`config.mk`:
```
export PLATFORM = sky130hd
export DESIGN_NAME = blink_code_sequencer
export DESIGN_NICKNAME = d
export VERILOG_FILES = /design/src/rtl/blink_code_sequencer.sv
export SDC_FILE = /design/constraint.sdc
export NUM_CORES = 1
export LEC_CHECK = 0
export ABC_CLOCK_PERIOD_IN_PS = 2090
export CAP_MARGIN = 40
export CORE_ASPECT_RATIO = 1.1
export CORE_UTILIZATION = 55
export CTS_CLUSTER_DIAMETER = 30
export DETAILED_ROUTE_END_ITERATION = 12
export PLACE_DENSITY = 0.77
export REMOVE_ABC_BUFFERS = 1
export SLEW_MARGIN = 40
export SYNTH_ARGS = -nofsm -noshare
export SYNTH_HDL_FRONTEND = slang
export SYNTH_SLANG_ARGS = --single-unit
```
`constraint.sdc`:
```
create_clock -name clock_i -period 2.09 [get_ports clock_i]
set_input_delay 0.418 -clock clock_i [delete_from_list [all_inputs] [get_ports clock_i]]
set_output_delay 0.418 -clock clock_i [all_outputs]
set_load 0.02 [all_outputs]
```
`src/rtl/blink_code_sequencer.sv`:
```
// Blink-code sequencer: turns a stream of one-cycle timer ticks into
// repeating frames of N LED blinks followed by a longer dark gap.
// All timing comes from tick_i; the block has no prescaler of its own.
// The last blink of a frame runs straight into the gap, so a frame lasts
// N*ON + (N-1)*OFF + GAP ticks.

module blink_code_sequencer #(
    parameter int unsigned ON_TICKS  = 2,
    parameter int unsigned OFF_TICKS = 2,
    parameter int unsigned GAP_TICKS = 6,
    parameter int unsigned CNT_W     = 4
) (
    input  logic             clock_i,
    input  logic             reset_n_i,
    input  logic             tick_i,
    input  logic             enable_i,
    input  logic [CNT_W-1:0] count_i,
    output logic             led_o,
    output logic             busy_o,
    output logic             frame_done_o,
    output logic [CNT_W-1:0] blink_idx_o
);

    typedef enum logic [1:0] {
        ST_IDLE = 2'd0,
        ST_ON   = 2'd1,
        ST_OFF  = 2'd2,
        ST_GAP  = 2'd3
    } state_t;

    // Terminal values of the 8-bit tick counter for each phase.
    localparam logic [7:0] ON_LAST  = 8'(ON_TICKS - 1);
    localparam logic [7:0] OFF_LAST = 8'(OFF_TICKS - 1);
    localparam logic [7:0] GAP_LAST = 8'(GAP_TICKS - 1);

    state_t             state_q;
    logic [7:0]         tick_cnt_q;
    logic [CNT_W-1:0]   total_q;
    logic [CNT_W-1:0]   blink_idx_q;
    logic               led_q;
    logic               busy_q;
    logic               frame_done_q;

    logic [7:0]         tick_cnt_d;
    logic [CNT_W-1:0]   blink_idx_d;
    logic               last_blink;
    logic               start_req;

    // Incremented values and frame-level decode shared by the FSM.
    always_comb begin
        tick_cnt_d  = tick_cnt_q + 8'd1;
        blink_idx_d = blink_idx_q + CNT_W'(1);
        last_blink  = (blink_idx_q == total_q - CNT_W'(1));
        start_req   = enable_i && (count_i != '0);
    end

    // Frame sequencer; every output is a register updated here.
    always_ff @(posedge clock_i) begin
        if (!reset_n_i) begin
            state_q      <= ST_IDLE;
            tick_cnt_q   <= '0;
            total_q      <= '0;
            blink_idx_q  <= '0;
            led_q        <= 1'b0;
            busy_q       <= 1'b0;
            frame_done_q <= 1'b0;
        end else begin
            frame_done_q <= 1'b0;
            case (state_q)
                ST_IDLE: begin
                    led_q <= 1'b0;
                    // A tick arriving with the start request is not counted:
                    // the counter is cleared on the way into ON.
                    if (start_req) begin
                        total_q     <= count_i;
                        tick_cnt_q  <= '0;
                        blink_idx_q <= '0;
                        led_q       <= 1'b1;
                        busy_q      <= 1'b1;
                        state_q     <= ST_ON;
                    end
                end

                ST_ON: begin
                    if (tick_i) begin
                        if (tick_cnt_q == ON_LAST) begin
                            tick_cnt_q <= '0;
                            led_q      <= 1'b0;
                            // The final blink's dark time is the gap itself.
                            state_q    <= last_blink ? ST_GAP : ST_OFF;
                        end else begin
                            tick_cnt_q <= tick_cnt_d;
                        end
                    end
                end

                ST_OFF: begin
                    if (tick_i) begin
                        if (tick_cnt_q == OFF_LAST) begin
                            tick_cnt_q  <= '0;
                            blink_idx_q <= blink_idx_d;
                            led_q       <= 1'b1;
                            state_q     <= ST_ON;
                        end else begin
                            tick_cnt_q <= tick_cnt_d;
                        end
                    end
                end

                ST_GAP: begin
                    if (tick_i) begin
                        if (tick_cnt_q == GAP_LAST) begin
                            tick_cnt_q   <= '0;
                            blink_idx_q  <= '0;
                            frame_done_q <= 1'b1;
                            // enable/count are only looked at here, so a
                            // running frame always completes untouched.
                            if (start_req) begin
                                total_q <= count_i;
                                led_q   <= 1'b1;
                                state_q <= ST_ON;
                            end else begin
                                busy_q  <= 1'b0;
                                state_q <= ST_IDLE;
                            end
                        end else begin
                            tick_cnt_q <= tick_cnt_d;
                        end
                    end
                end

                default: begin
                    state_q <= ST_IDLE;
                    led_q   <= 1'b0;
                    busy_q  <= 1'b0;
                end
            endcase
        end
    end

    assign led_o        = led_q;
    assign busy_o       = busy_q;
    assign frame_done_o = frame_done_q;
    assign blink_idx_o  = blink_idx_q;

    // Structural invariants of the registered outputs.
    a_led_is_on_state : assert property (@(posedge clock_i) disable iff (!reset_n_i)
        led_q == (state_q == ST_ON));
    a_busy_is_active : assert property (@(posedge clock_i) disable iff (!reset_n_i)
        busy_q == (state_q != ST_IDLE));
    a_done_one_cycle : assert property (@(posedge clock_i) disable iff (!reset_n_i)
        frame_done_q |=> !frame_done_q);
    a_idx_in_range : assert property (@(posedge clock_i) disable iff (!reset_n_i)
        busy_q |-> (blink_idx_q <= total_q - CNT_W'(1)));

endmodule
```
==> metrics.md, run 1 <==
| Metric | Value |
|---|---|
| GR Util met2 | 0.5139 |
| Vias in the first global route | 1211 |
| Post-Route Skew | 0.005837 ns |
| Sink Count | 21 |
| Seq cells post-synth | 21 |
| Setup crit start kind | register |
| CP Capture Type | register |
| Post-synthesis sequential area ratio | 0.3146 |
| Num rows | 18 |
| Top FF cell, synth | dfxtp_1 |
| CP Max Fanout | 5 |
| Hold Buf Count CTS | 0 |
| Asr flop ratio synth | 0 |
| Hold Path Class | reg2reg |
| Leakage | 0.5936 nW |
| Most frequent cell after synthesis | nand2_1 |
| # Max-Cap Violations | 0 |
| Clock-pin transition on the worst setup and hold timing paths | 0.12 ns |
| Slew headroom | 0.7005 |
| Clock Tree Root | clkbuf_4 |
| GR Overflow Total | 0 |
| Avg Inst Size Synth | 8.249 um2 |
| Via Count | 1263 |
| DPL Wire Length | 2384 um |
| Final hold vios | 0 |
| H-tree levels | 1 |
| Synth-to-Final Area Change | 20.22% |
| Mapped cell area | 1336 um2 |
| # diodes | 0 |
| # DRC | 0 |
| Met3 Track Usage GR | 0.02825 |
| Die span in y | 53.70 um |
| Syn Inst Count | 162 |
| Minimum clock period | 1.962 ns |
| RSZ-0062 raised after global routing | no |
| Status | finished clean |
| I/O pin count | 15 |
| Bufs on Longest Clock Path | 2 |
| Antenna-violating nets left | 0 |
| Total Routed Length | 3112 um |
| Die W | 49.00 um |
| Ys Warns | 0 |
| Area contributors post-synth | dfxtp_1 31%, ha_1 9.4%, nand2_1 6.5% |
| Top cell type's share of synthesized area | 0.3146 |
| Number of synthesized flops with an enable pin | 0 |
| Die area | 2631 um2 |
| Pwr dens | 896.1 nW/um2 |
| Slew Limit Fails | 0 |
| Max IR drop VDD | 0.0005405 V |
| PortBufs | 14 |
| Highest clock rate | 509.6 MHz |
| DRT Pass-1 Iters | 4 |
| Worst skew pair latency | 0.31 ns |
| WL/cell | 14.47 um |
| Final net count | 204 |
| Largest net degree at the start of global routing | 13 |
| Core Box Area | 2275 um2 |
| Library cells used by synthesis | 45 |
| CP required | 2.31 ns |
| Starting Density | 0.5875 |
| Vias/cell | 5.874 |
| Fin crit share | 0.9389 |
| Top post-synthesis cells by count | 23 x nand2_1, 21 x dfxtp_1, 14 x a21oi_1, 10 x ha_1, 10 x inv_1 |
| Finished Core Util | 0.7063 |
| Met1 usage | 0.3093 |
| Largest area contributor in the netlist | dfxtp_1 |
| Finish-stage setup viols | 0 |
| Placer Congestion | 0.7739 |
| First-pass GRT wire length | 5354 um |
| Gr usage total | 0.2685 |
| Fraction of layout cells with a size suffix above 1 | 0.1351 |
| DRT iter0 DRCs | 59 |
| Worst hold slack | 0.4691 ns |
| CTS tree | done |
| Worst-Margin Slew | 0.4379 ns |
| Worst endpoint data arrival time | 2.18 ns |
| Initial antenna violation count | 0 |
| TritonCTS Buffers | 3 |
| Kind of critical path | reg2reg |
| Busiest metal layer after global routing | met2 |
## path summary, 6_finish.rpt
path	from	endpoint	slack, ns	cells after the start
setup / recovery	tick_cnt_q[4]	total_q[3]	0.13	5
hold / removal	led_o	led_o	0.47	2
setup reg to reg	tick_cnt_q[4]	total_q[3]	0.13	5
hold reg to reg	led_o	led_o	0.47	2
## cell type report
cell class | count | area [um2]
timing repair buffer | 25 | 222.7
multi-input combinational | 125 | 859.6
sequential | 21 | 421.7
inverter | 10 | 37.54
clock buffer | 3 | 22.52
fill | 185 | 668.1
clock inverter | 1 | 5.005
tap | 30 | 37.54
## critical path, stage by stage, from the launching register on
cell and delay, ns:
dfxtp_1 0.37, or4_4 0.57, or3_4 0.41, a21oi_4 0.25, mux2i_1 0.23, nor2_1 0.05
## metrics by stage
stage | TNS (ns) | area (um2) | worst slack (ns) | cells | total power [mW]
4_1_cts | 0 | 1599 | 0.03918 | 215 | 1.418
3_3_place_gp | -0.1222 | 1572 | -0.03371 | 211 | 1.191
5_1_grt | 0 | 1607 | 0.03083 | 215 | 1.548
6_report | 0 | 1607 | 0.1278 | 215 | 1.440
3_5_place_dp | -0.7985 | 1572 | -0.1404 | 211 | 1.218
2_1_floorplan | 0 | 1311 | 0.2225 | 156 | 0.9828
## cell usage in the layout (no fill, tap or decap), types with 2 or more instances in the layout
cell type / Yosys / layout
a2111oi_0: 2 / 2
buf_4: 0 / 11
o22ai_1: 5 / 5
nand2_1: 23 / 23
clkdlybuf4s50_1: 0 / 14
clkbuf_4: 0 / 3
nor3_1: 2 / 2
dfxtp_1: 21 / 20
a21oi_1: 14 / 14
nor2_1: 9 / 9
o21ai_0: 4 / 4
ha_1: 10 / 10
mux2i_1: 6 / 6
nand3_1: 5 / 5
xnor2_1: 4 / 4
inv_1: 10 / 10
or2_2: 3 / 3
nand2b_1: 5 / 5
or3_1: 6 / 6
## sequential cells by signal (all words and copies together) (netlist names)
name and flops:
blink_idx_o 4, busy_o 1, state_q 2, led_o 1, tick_cnt_q 8, frame_done_o 1
total_q 4
## logic make-up (layout without fill, tap and decap cells)
logic type	Yosys count	in the layout	synth area share
AO/OA/AOI/OAI	40	40	0.2154
XOR/XNOR	5	5	0.03277
adder cells (fa/ha/maj)	10	10	0.09363
buffers and inverters	16	39	0.04682
flip-flops	21	21	0.3146
multiplexers	6	6	0.04495
AND/OR/NAND/NOR	64	64	0.2519
## what timing repair did
item / CTS / global route
gates resized for setup: 0 / 2
setup endpoints to repair: 0 / 11
buffers inserted: 0 / 0
## metal layers
layer	part of all wire	vias to the layer above
met5	0	-
met4	0.016	0
met3	0.034	6
met2	0.54	40
met1	0.41	594
li1	-	623
## report_power, final
part | total, mW | switching [mW] | internal, mW | leakage (nW)
Clock | 0.200 | 0.129 | 0.0716 | 0.0177
Sequential | 0.496 | 0.0466 | 0.449 | 0.171
Combinational | 0.743 | 0.419 | 0.325 | 0.405
(Power assumes the default switching activity.)
==> run 2: changes to the inputs <==
ABC_CLOCK_PERIOD_IN_PS = 2300   (was 2090)
CORE_UTILIZATION = 59   (was 55)
PLACE_DENSITY = 0.82   (was 0.77)
clock period = 2.3 ns   (was 2.09 ns; I/O delays follow)
==> run 2 against run 1 <==
Non-clock buffer count decreased by 5; sequential cell count unchanged; routed wire length decreased by 11%; cell count decreased by 3.3%; fmax decreased by 6.9%; via count decreased by 3.8%; clock power decreased by 5%; first-iteration DRC count decreased by 61%; core utilization increased by 4.9 points.
==> metrics.md, run 2 (synthesized netlist as in run 1, its figures left out) <==
| Metric | Value |
|---|---|
| Status | finished clean |
| DR top layer | met4 |
| Max reg flops | 8 (unchanged) |
| H-tree levels | 1 (unchanged) |
| Antenna-violating nets left | 0 (unchanged) |
| Top Family by Delay on Critical Path | simple AND/OR/NAND/NOR gates |
| CP required | 2.55 ns (+0.24 ns) |
| Setup crit start kind | register |
| Clock Power Share | 0.150 (+0.011) |
| Finish-stage setup viols | 0 (unchanged) |
| PortBufs | 14 (unchanged) |
| Met3 routed WL | 82 um (-23%) |
| Setup WS pre-CTS | 0.02083 ns (+0.1613 ns) |
| Final net count | 199 (-2.5%) |
| Synth-to-Final Area Change | 16.67% |
| Highest clock rate | 474.7 MHz (-6.9%) |
| Die area | 2459 um2 (-6.5%) |
| Starting Density | 0.6477 (+0.06021) |
| Bufs on Longest Clock Path | 2 (unchanged) |
| DPL Wire Length | 2118 um (-11%) |
| Placed insts | 204 (-3.3%) |
| Power share of the sequential group | 0.355 (+0.011) |
| Core Box Area | 2063 um2 (-9.3%) |
| Kind of critical path | reg2reg |
| Total power | 1.258 mW (-13%) |
| Crit-path cells | inv_1 > ha_1 > nor2_1 > o2bb2ai_1 > or4_1 > a31oi_1 |
| Post-CTS Setup Bufs | 0 (unchanged) |
| CP Max Fanout | 11 (+6) |
| Setup TNS | 0 ns (unchanged) |
| Max IR drop VDD | 0.0006052 V (+12%) |
| First-pass GRT wire length | 4478 um (-16%) |
| Die span in y | 51.92 um (-3.3%) |
| Vias/cell | 5.841 (-0.56%) |
| GR Overflow Total | 0 (unchanged) |
| FF-to-FF setup slack | 0.19 ns (+0.07 ns) |
| Setup slack after layout | 0.1933 ns (+0.06553 ns) |
| # diodes | 0 (unchanged) |
| Met2 Routed Length | 1483 um (-11%) |
| WL/cell | 13.34 um (-7.9%) |
| Slew headroom | 0.5258 (-0.1748) |
| Largest net degree at the start of global routing | 18 (+5) |
| Sink Count | 21 (unchanged) |
| Clock Tree Root | clkbuf_4 |
| CP max-delay cell | or4_1 |
| DRT iter0 DRCs | 23 (-61%) |
| Total Routed Length | 2774 um (-11%) |
| Num rows | 17 (-1) |
| Gr usage total | 0.2517 (-0.01677) |
| Fin crit share | 0.9160 (-0.02291) |
| Hold Path Class | reg2reg |
| Buffers & Inverters on Critical Path | 1 (+1) |
| Worst skew pair latency | 0.31 ns (about the same) |
| Leakage | 0.5676 nW (-4.4%) |
| # DRC | 0 (unchanged) |
| M1 wire length | 1184 um (-7.5%) |
| Minimum clock period | 2.107 ns (+0.1445 ns) |
| Slew Limit Fails | 0 (unchanged) |
| RSZ-0062 raised after global routing | no |
| DRT Pass-1 Iters | 4 (unchanged) |
| Initial antenna violation count | 0 (unchanged) |
| Pwr dens | 807.0 nW/um2 (-9.9%) |
| Placer Congestion | 0.7831 (+1.2%) |
| Final hold vios | 0 (unchanged) |
| Worst hold slack | 0.4628 ns (-0.006335 ns) |
| TritonCTS Buffers | 3 (unchanged) |
| Logic pwr share | 0.495 (-0.021) |
| Reg with most FFs | tick_cnt_q |
| Most frequent cells in the layout | 23 x nand2_1, 21 x dfxtp_1, 14 x a21oi_1, 14 x clkdlybuf4s50_1 |
| Worst endpoint data arrival time | 2.35 ns (+0.17 ns) |
| Switching pwr | 0.5224 mW (-12%) |
| Hold Buf Count CTS | 0 (unchanged) |
| Clock-pin transition on the worst setup and hold timing paths | 0.13 ns (about the same) |
| CP Capture Type | register |
| Die W | 47.38 um (-3.3%) |
| Post-CTS sizing | 0 (unchanged) |
| Vias in the first global route | 1128 (-6.9%) |
| Most common cell after layout, fill and taps aside | nand2_1 |
| I/O pin count | 15 (unchanged) |
| Worst-Margin Slew | 0.7113 ns (+0.2735 ns) |
| Fraction of layout cells with a size suffix above 1 | 0.1000 (-0.03514) |
| Non-filler cells, final | 208 (-3.3%) |
| Post-Route Skew | 0.002288 ns (-0.003549 ns) |
| Int Power | 0.7358 mW (-13%) |
| CTS tree | done |
| Sw Ratio | 0.4152 (+0.002473) |
| # Max-Cap Violations | 0 (unchanged) |
| CP max stage delay | 0.56 ns (about the same) |
| Via Count | 1215 (-3.8%) |
==> run 2: worst min-delay path: stages, from the launching register on <==
cell and delay [ns]:
dfxtp_1 0.33, nand2_1 0.05, mux2i_1 0.05
==> run 2: path summary, 6_finish.rpt <==
check	from	to	cells after the start
max reg2reg	state_q[0]	tick_cnt_q[6]	6
min	led_o	led_o	2
max	state_q[0]	tick_cnt_q[6]	6
min reg2reg	led_o	led_o	2
==> run 2: metrics by stage <==
stage               utilization  cell area (um2)
detailed placement       0.7423             1531
global placement         0.7423             1531
finish                   0.7556             1559
global route             0.7556             1559
CTS                      0.7556             1559
floorplan                     -             1311
==> run 2: final cells by class <==
class | count | area, um2
clock buffer | 3 | 22.52
timing repair buffer | 20 | 185.2
inverter | 10 | 37.54
tap | 28 | 35.03
clock inverter | 1 | 5.005
fill | 161 | 504.2
multi-input combinational | 125 | 853.3
sequential | 21 | 420.4
==> run 2: per-layer routing <==
layer / GRT usage / vias up
met1: 0.2571 / 573
met2: 0.4863 / 23
met4: 0.09524 / 0
met3: 0.03125 / 4
li1: - / 615
met5: 0 / -
==> run 2: power groups by stage <==
stage / combinational [mW] / clock, mW / sequential [mW]
floorplan: 0.433 / 0 / 0.460
global placement: 0.596 / 0 / 0.452
detailed placement: 0.614 / 0 / 0.454
CTS: 0.619 / 0.187 / 0.447
global route: 0.693 / 0.199 / 0.452
finish: 0.622 / 0.189 / 0.447
==> RTL edit 1: new RTL, flow settings as in run 1 <==
The parameter `CNT_W` goes from 4 to 6.
--- a/src/rtl/blink_code_sequencer.sv
+++ b/src/rtl/blink_code_sequencer.sv
@@ -10,3 +10,3 @@
     parameter int unsigned GAP_TICKS = 6,
-    parameter int unsigned CNT_W     = 4
+    parameter int unsigned CNT_W     = 6
 ) (
Ports: changed (resized blink_idx_o and count_i); port bits go from 15 to 19. The function was not compared with the original's and may differ.
==> RTL edit 1 against run 1 <==
Cell area up 32%; sequential share of layout area decreased by 2.6 points; global-route usage increased by 2.1 points; worst setup slack got worse by 0.12 ns; worst hold slack better by 0.034 ns; non-clock buffer count grew 26; synthesized area rose by 17%; wire length increased by 32%; highest routed layer unchanged; critical path type unchanged; sequential cell count grew 4; power grew 37%; synthesized cell count up 17%.
==> RTL edit 1: results (changes against run 1) <==
| Metric | Value |
|---|---|
| Share of cells above drive strength 1 | 25.4% (+12 points) |
| Flip-flop count of the largest register after layout | 8 (unchanged) |
| Final Skew | 0.00334 ns (-0.00250 ns) |
| DR iter-0 viols | 55 (-6.8%) |
| Synth top cells by count | dfxtp_1, nor2_1, inv_1, a21oi_1 |
| WHS Endpoint | busy_o |
| Gpl congestion | 0.895 (+16%) |
| Worst path max stage delay | 0.39 ns (-0.18 ns) |
| P_leak | 0.832 nW (+40%) |
| Wire length on met3 | 162 um (+53%) |
| Final WL | 4100 um (+32%) |
| Final nets | 256 (+25%) |
| Largest cells by area after synthesis | dfxtp_1, ha_1, nor2_1 |
| Fillcell total | 174 (-5.9%) |
| CP arrival | 2.35 ns (+0.17 ns) |
| Final HPWL DP | 2980 um (+25%) |
| Wire length on met1 | 1720 um (+34%) |
| Register with the most flip-flops | tick_cnt_q |
| Post-CTS Resized | 10 (+10) |
| Met2 GRT Util | 53.2% (+1.8 points) |
| Dpl ws | -0.426 ns (-0.285 ns) |
| Clock buffer count from CTS | 3 (unchanged) |
| Worst vdd ir | 0.771 mV (+43%) |
| Global Route met3 Usage | 5.51% (+2.7 points) |
| Sequential fraction of the synthesis area | 32.1% (+0.67 points) |
| Worst Path Max Fanout | 4 (-1) |
| Highest routed layer | met4 |
| First-pass GRT wire length | 6620 um (+24%) |
| Pin count of the biggest net entering global routing | 15 (+2) |
| Yosys cell types | 47 (+4.4%) |
| Post-CTS setup buffers | 2 (+2) |
| Met1 Track Usage GR | 31.6% (+0.67 points) |
| PortBufs | 18 (+4) |
| Reg-to-reg startpoint | state_q[0] |
| Vias in the first global route | 1,614 (+33%) |
| DR vias/cell | 6.04 (+2.8%) |
| DR WL met2 | 2130 um (+27%) |
| Status | finished, final reports clean |
## RTL edit 1: cell count changes in the layout (fill, tap and decap cells not counted), sizes merged, moves of 3 or more
cell,change
mux2i,+3
nand4,+3
a21oi,-4
nand2,-13
nand2b,-4
clkdlybuf4s50,+4
buf,+22
a211oi,+4
xnor2,+3
o22ai,-4
xor2,+4
nand3,+5
dfxtp,+4
nor2,+16
## RTL edit 1: cell type report
cell class / count / share of cell area [%]
multi-input combinational: 144 / 50.3
sequential: 25 / 23.7
timing repair buffer: 51 / 20.7
inverter: 12 / 2.13
tap: 31 / 1.83
clock buffer: 3 / 1.06
clock inverter: 1 / 0.236
## RTL edit 1: through the flow
stage               area, um2  power [mW]  hold slack [ns]  std cells
detailed placement       1970        1.56            0.491        261
global route             2120        2.09            0.545        267
CTS                      2050        1.88            0.514        267
global placement         1970        1.51            0.472        261
finish                   2120        1.97            0.503        267
floorplan                1520        1.21            0.480        181
## RTL edit 1: kinds of logic after synthesis
kind of cell | synth area share (%)
multiplexers | 5.78
XOR/XNOR | 6.75
flip-flops | 32.1
buffers and inverters | 5.22
AND/OR/NAND/NOR | 23.6
adder cells (fa/ha/maj) | 7.23
AO/OA/AOI/OAI | 19.3
## RTL edit 1: where the power goes
part	internal (mW)	total (mW)	switching [mW]
registers	0.540	0.597	0.0569
logic	0.533	1.14	0.610
clock network	0.0718	0.226	0.154
## RTL edit 1: worst max path at each step
stage	to	slack (ns)	startpoint	cells after the start
after floorplan	blink_idx_o[3]	-0.36	count_i[1]	5
after global placement	blink_idx_o[5]	-0.32	count_i[1]	7
after detailed placement	blink_idx_o[4]	-0.43	count_i[1]	7
after CTS	tick_cnt_q[5]	0.01	count_i[1]	8
after global routing	blink_idx_o[5]	-0.03	state_q[0]	8
final	blink_idx_o[5]	0.006	state_q[0]	8
==> RTL edit 2: new RTL, config.mk and constraints of run 1 <==
Without the edit above. Encoding of `state_t`: now one-hot (4 bits for 4 states).
--- a/src/rtl/blink_code_sequencer.sv
+++ b/src/rtl/blink_code_sequencer.sv
@@ -23,7 +23,7 @@
 
-    typedef enum logic [1:0] {
-        ST_IDLE = 2'd0,
-        ST_ON   = 2'd1,
-        ST_OFF  = 2'd2,
-        ST_GAP  = 2'd3
+    typedef enum logic [3:0] {
+        ST_IDLE = 4'b0001,
+        ST_ON   = 4'b0010,
+        ST_OFF  = 4'b0100,
+        ST_GAP  = 4'b1000
     } state_t;
Function: same outputs for any inputs over 10 cycles, from zero or initial values and one cycle with reset_n_i low; not proved beyond that.
==> RTL edit 2 against run 1 <==
The flow now finishes with violations (setup timing); non-clock buffer count is 23 higher; sequential share of layout area is 2.7 points lower; wire length is 34% higher; sequential cell count is 2 higher; cell area is 22% higher; worst setup slack worse by 0.16 ns; synthesized cell count is 12% higher; critical path type unchanged; synthesized area is 13% higher; largest power group unchanged; count of clock-buffer cells in the layout stayed put; clock skew hardly changed; power is 9.3% higher; global-route usage is 3.3 points higher.
==> RTL edit 2: results (changes against run 1) <==
| Metric | Value |
|---|---|
| Router iterations before antenna repair | 7 (+3) |
| Largest cells by area after synthesis | dfxtp_1, nand2_1, o21ai_0 |
| Worst vdd ir | 0.695 mV (+29%) |
| Pin count of the biggest net entering global routing | 14 (+1) |
| Sum Neg Setup Slack | -0.0323 ns (-0.0323 ns) |
| Share of cells above drive strength 1 | 25.3% (+12 points) |
| Slew headroom | 68.7% (-1.3 points) |
| Yosys cell types | 55 (+22%) |
| Worst Reg-to-Reg Cells | 6 (+1) |
| Gpl congestion | 0.903 (+17%) |
| Hold slack | 0.487 ns (+0.0174 ns) |
| Final WL | 4160 um (+34%) |
| Gr usage total | 30.1% (+3.3 points) |
| Final nets | 238 (+17%) |
| RR Endpoint | blink_idx_o[0] |
| Beginning of the critical path | tick_cnt_q[7] |
| CP arrival | 2.38 ns (+0.20 ns) |
| DP Cell Count | 250 (+18%) |
| Final Skew | 0.00588 ns (+0.0000463 ns) |
| Synth Instances | 182 (+12%) |
| Routed len/inst | 16.2 um (+12%) |
| Failing checks | setup timing |
| DR vias/cell | 6.20 (+5.5%) |
| Status | complete, but fails checks |
| First-pass GRT wire length | 6810 um (+27%) |
| Setup ws final | -0.0290 ns (-0.157 ns) |
| Setup violators final | 2 (+2) |
| Vias in the first global route | 1,524 (+26%) |
| Sequential fraction of the synthesis area | 30.5% (-0.97 points) |
| DR iter-0 viols | 67 (+14%) |
| Placed Area | 1880 um2 (+20%) |
| Synth top cells by count | nand2_1, dfxtp_1, o21ai_0, a21oi_1, nand3_1 |
| Final HPWL DP | 3040 um (+27%) |
[RTL edit 2: changes by cell type in the layout (fill, tap and decap cells not counted), sizes merged, moves of 5 or more]
cell,change
o21ai,+7
ha,-6
a21oi,-5
or3,-5
mux2i,-5
xor2,+5
buf,+23
[RTL edit 2: what timing repair did]
action | 4_1_cts | 5_1_grt
endpoints found under the setup margin | 1 | 12
pin swaps | 0 | 2
resized for setup | 1 | 8
buffers inserted | 0 | 2
[RTL edit 2: power by group]
group / internal, mW / leakage (nW) / switching [mW]
registers: 0.495 / 0.187 / 0.0764
logic: 0.380 / 0.528 / 0.407
clock network: 0.0718 / 0.0177 / 0.145
[RTL edit 2: layout make-up]
type,count,area [um2],area share [%]
Multi-Input combinational cell,144,1020,51.8
Sequential cell,23,463,23.6
Timing Repair Buffer,48,395,20.1
Tap cell,31,38.8,1.97
Clock buffer,3,22.5,1.15
Inverter,6,22.5,1.15
Clock inverter,1,5.00,0.255
[RTL edit 2: worst max-delay path, cell delays in order (launching register included)]
cell and delay [ns]:
dfxtp_1 0.35, buf_4 0.14, nor4_2 0.46, nand4_1 0.21
a221o_1 0.37, or3b_1 0.39, a21oi_2 0.14
[RTL edit 2: cell families (layout without fill, tap and decap cells)]
family,after synthesis,count (layout),synth area share (%)
multiplexers,1,1,0.663
adder cells (fa/ha/maj),4,4,3.31
flip-flops,23,23,30.5
AO/OA/AOI/OAI,53,53,24.9
buffers and inverters,15,58,4.64
AND/OR/NAND/NOR,78,78,31.3
XOR/XNOR,8,8,4.64
[RTL edit 2: layer usage]
layer	track usage (%)	wire length (um)	share of wire [%]
met3	4.27	167	4.0
met5	0	0	0
met1	35.7	1730	42
met4	15.1	109	2.6
met2	51.8	2150	52
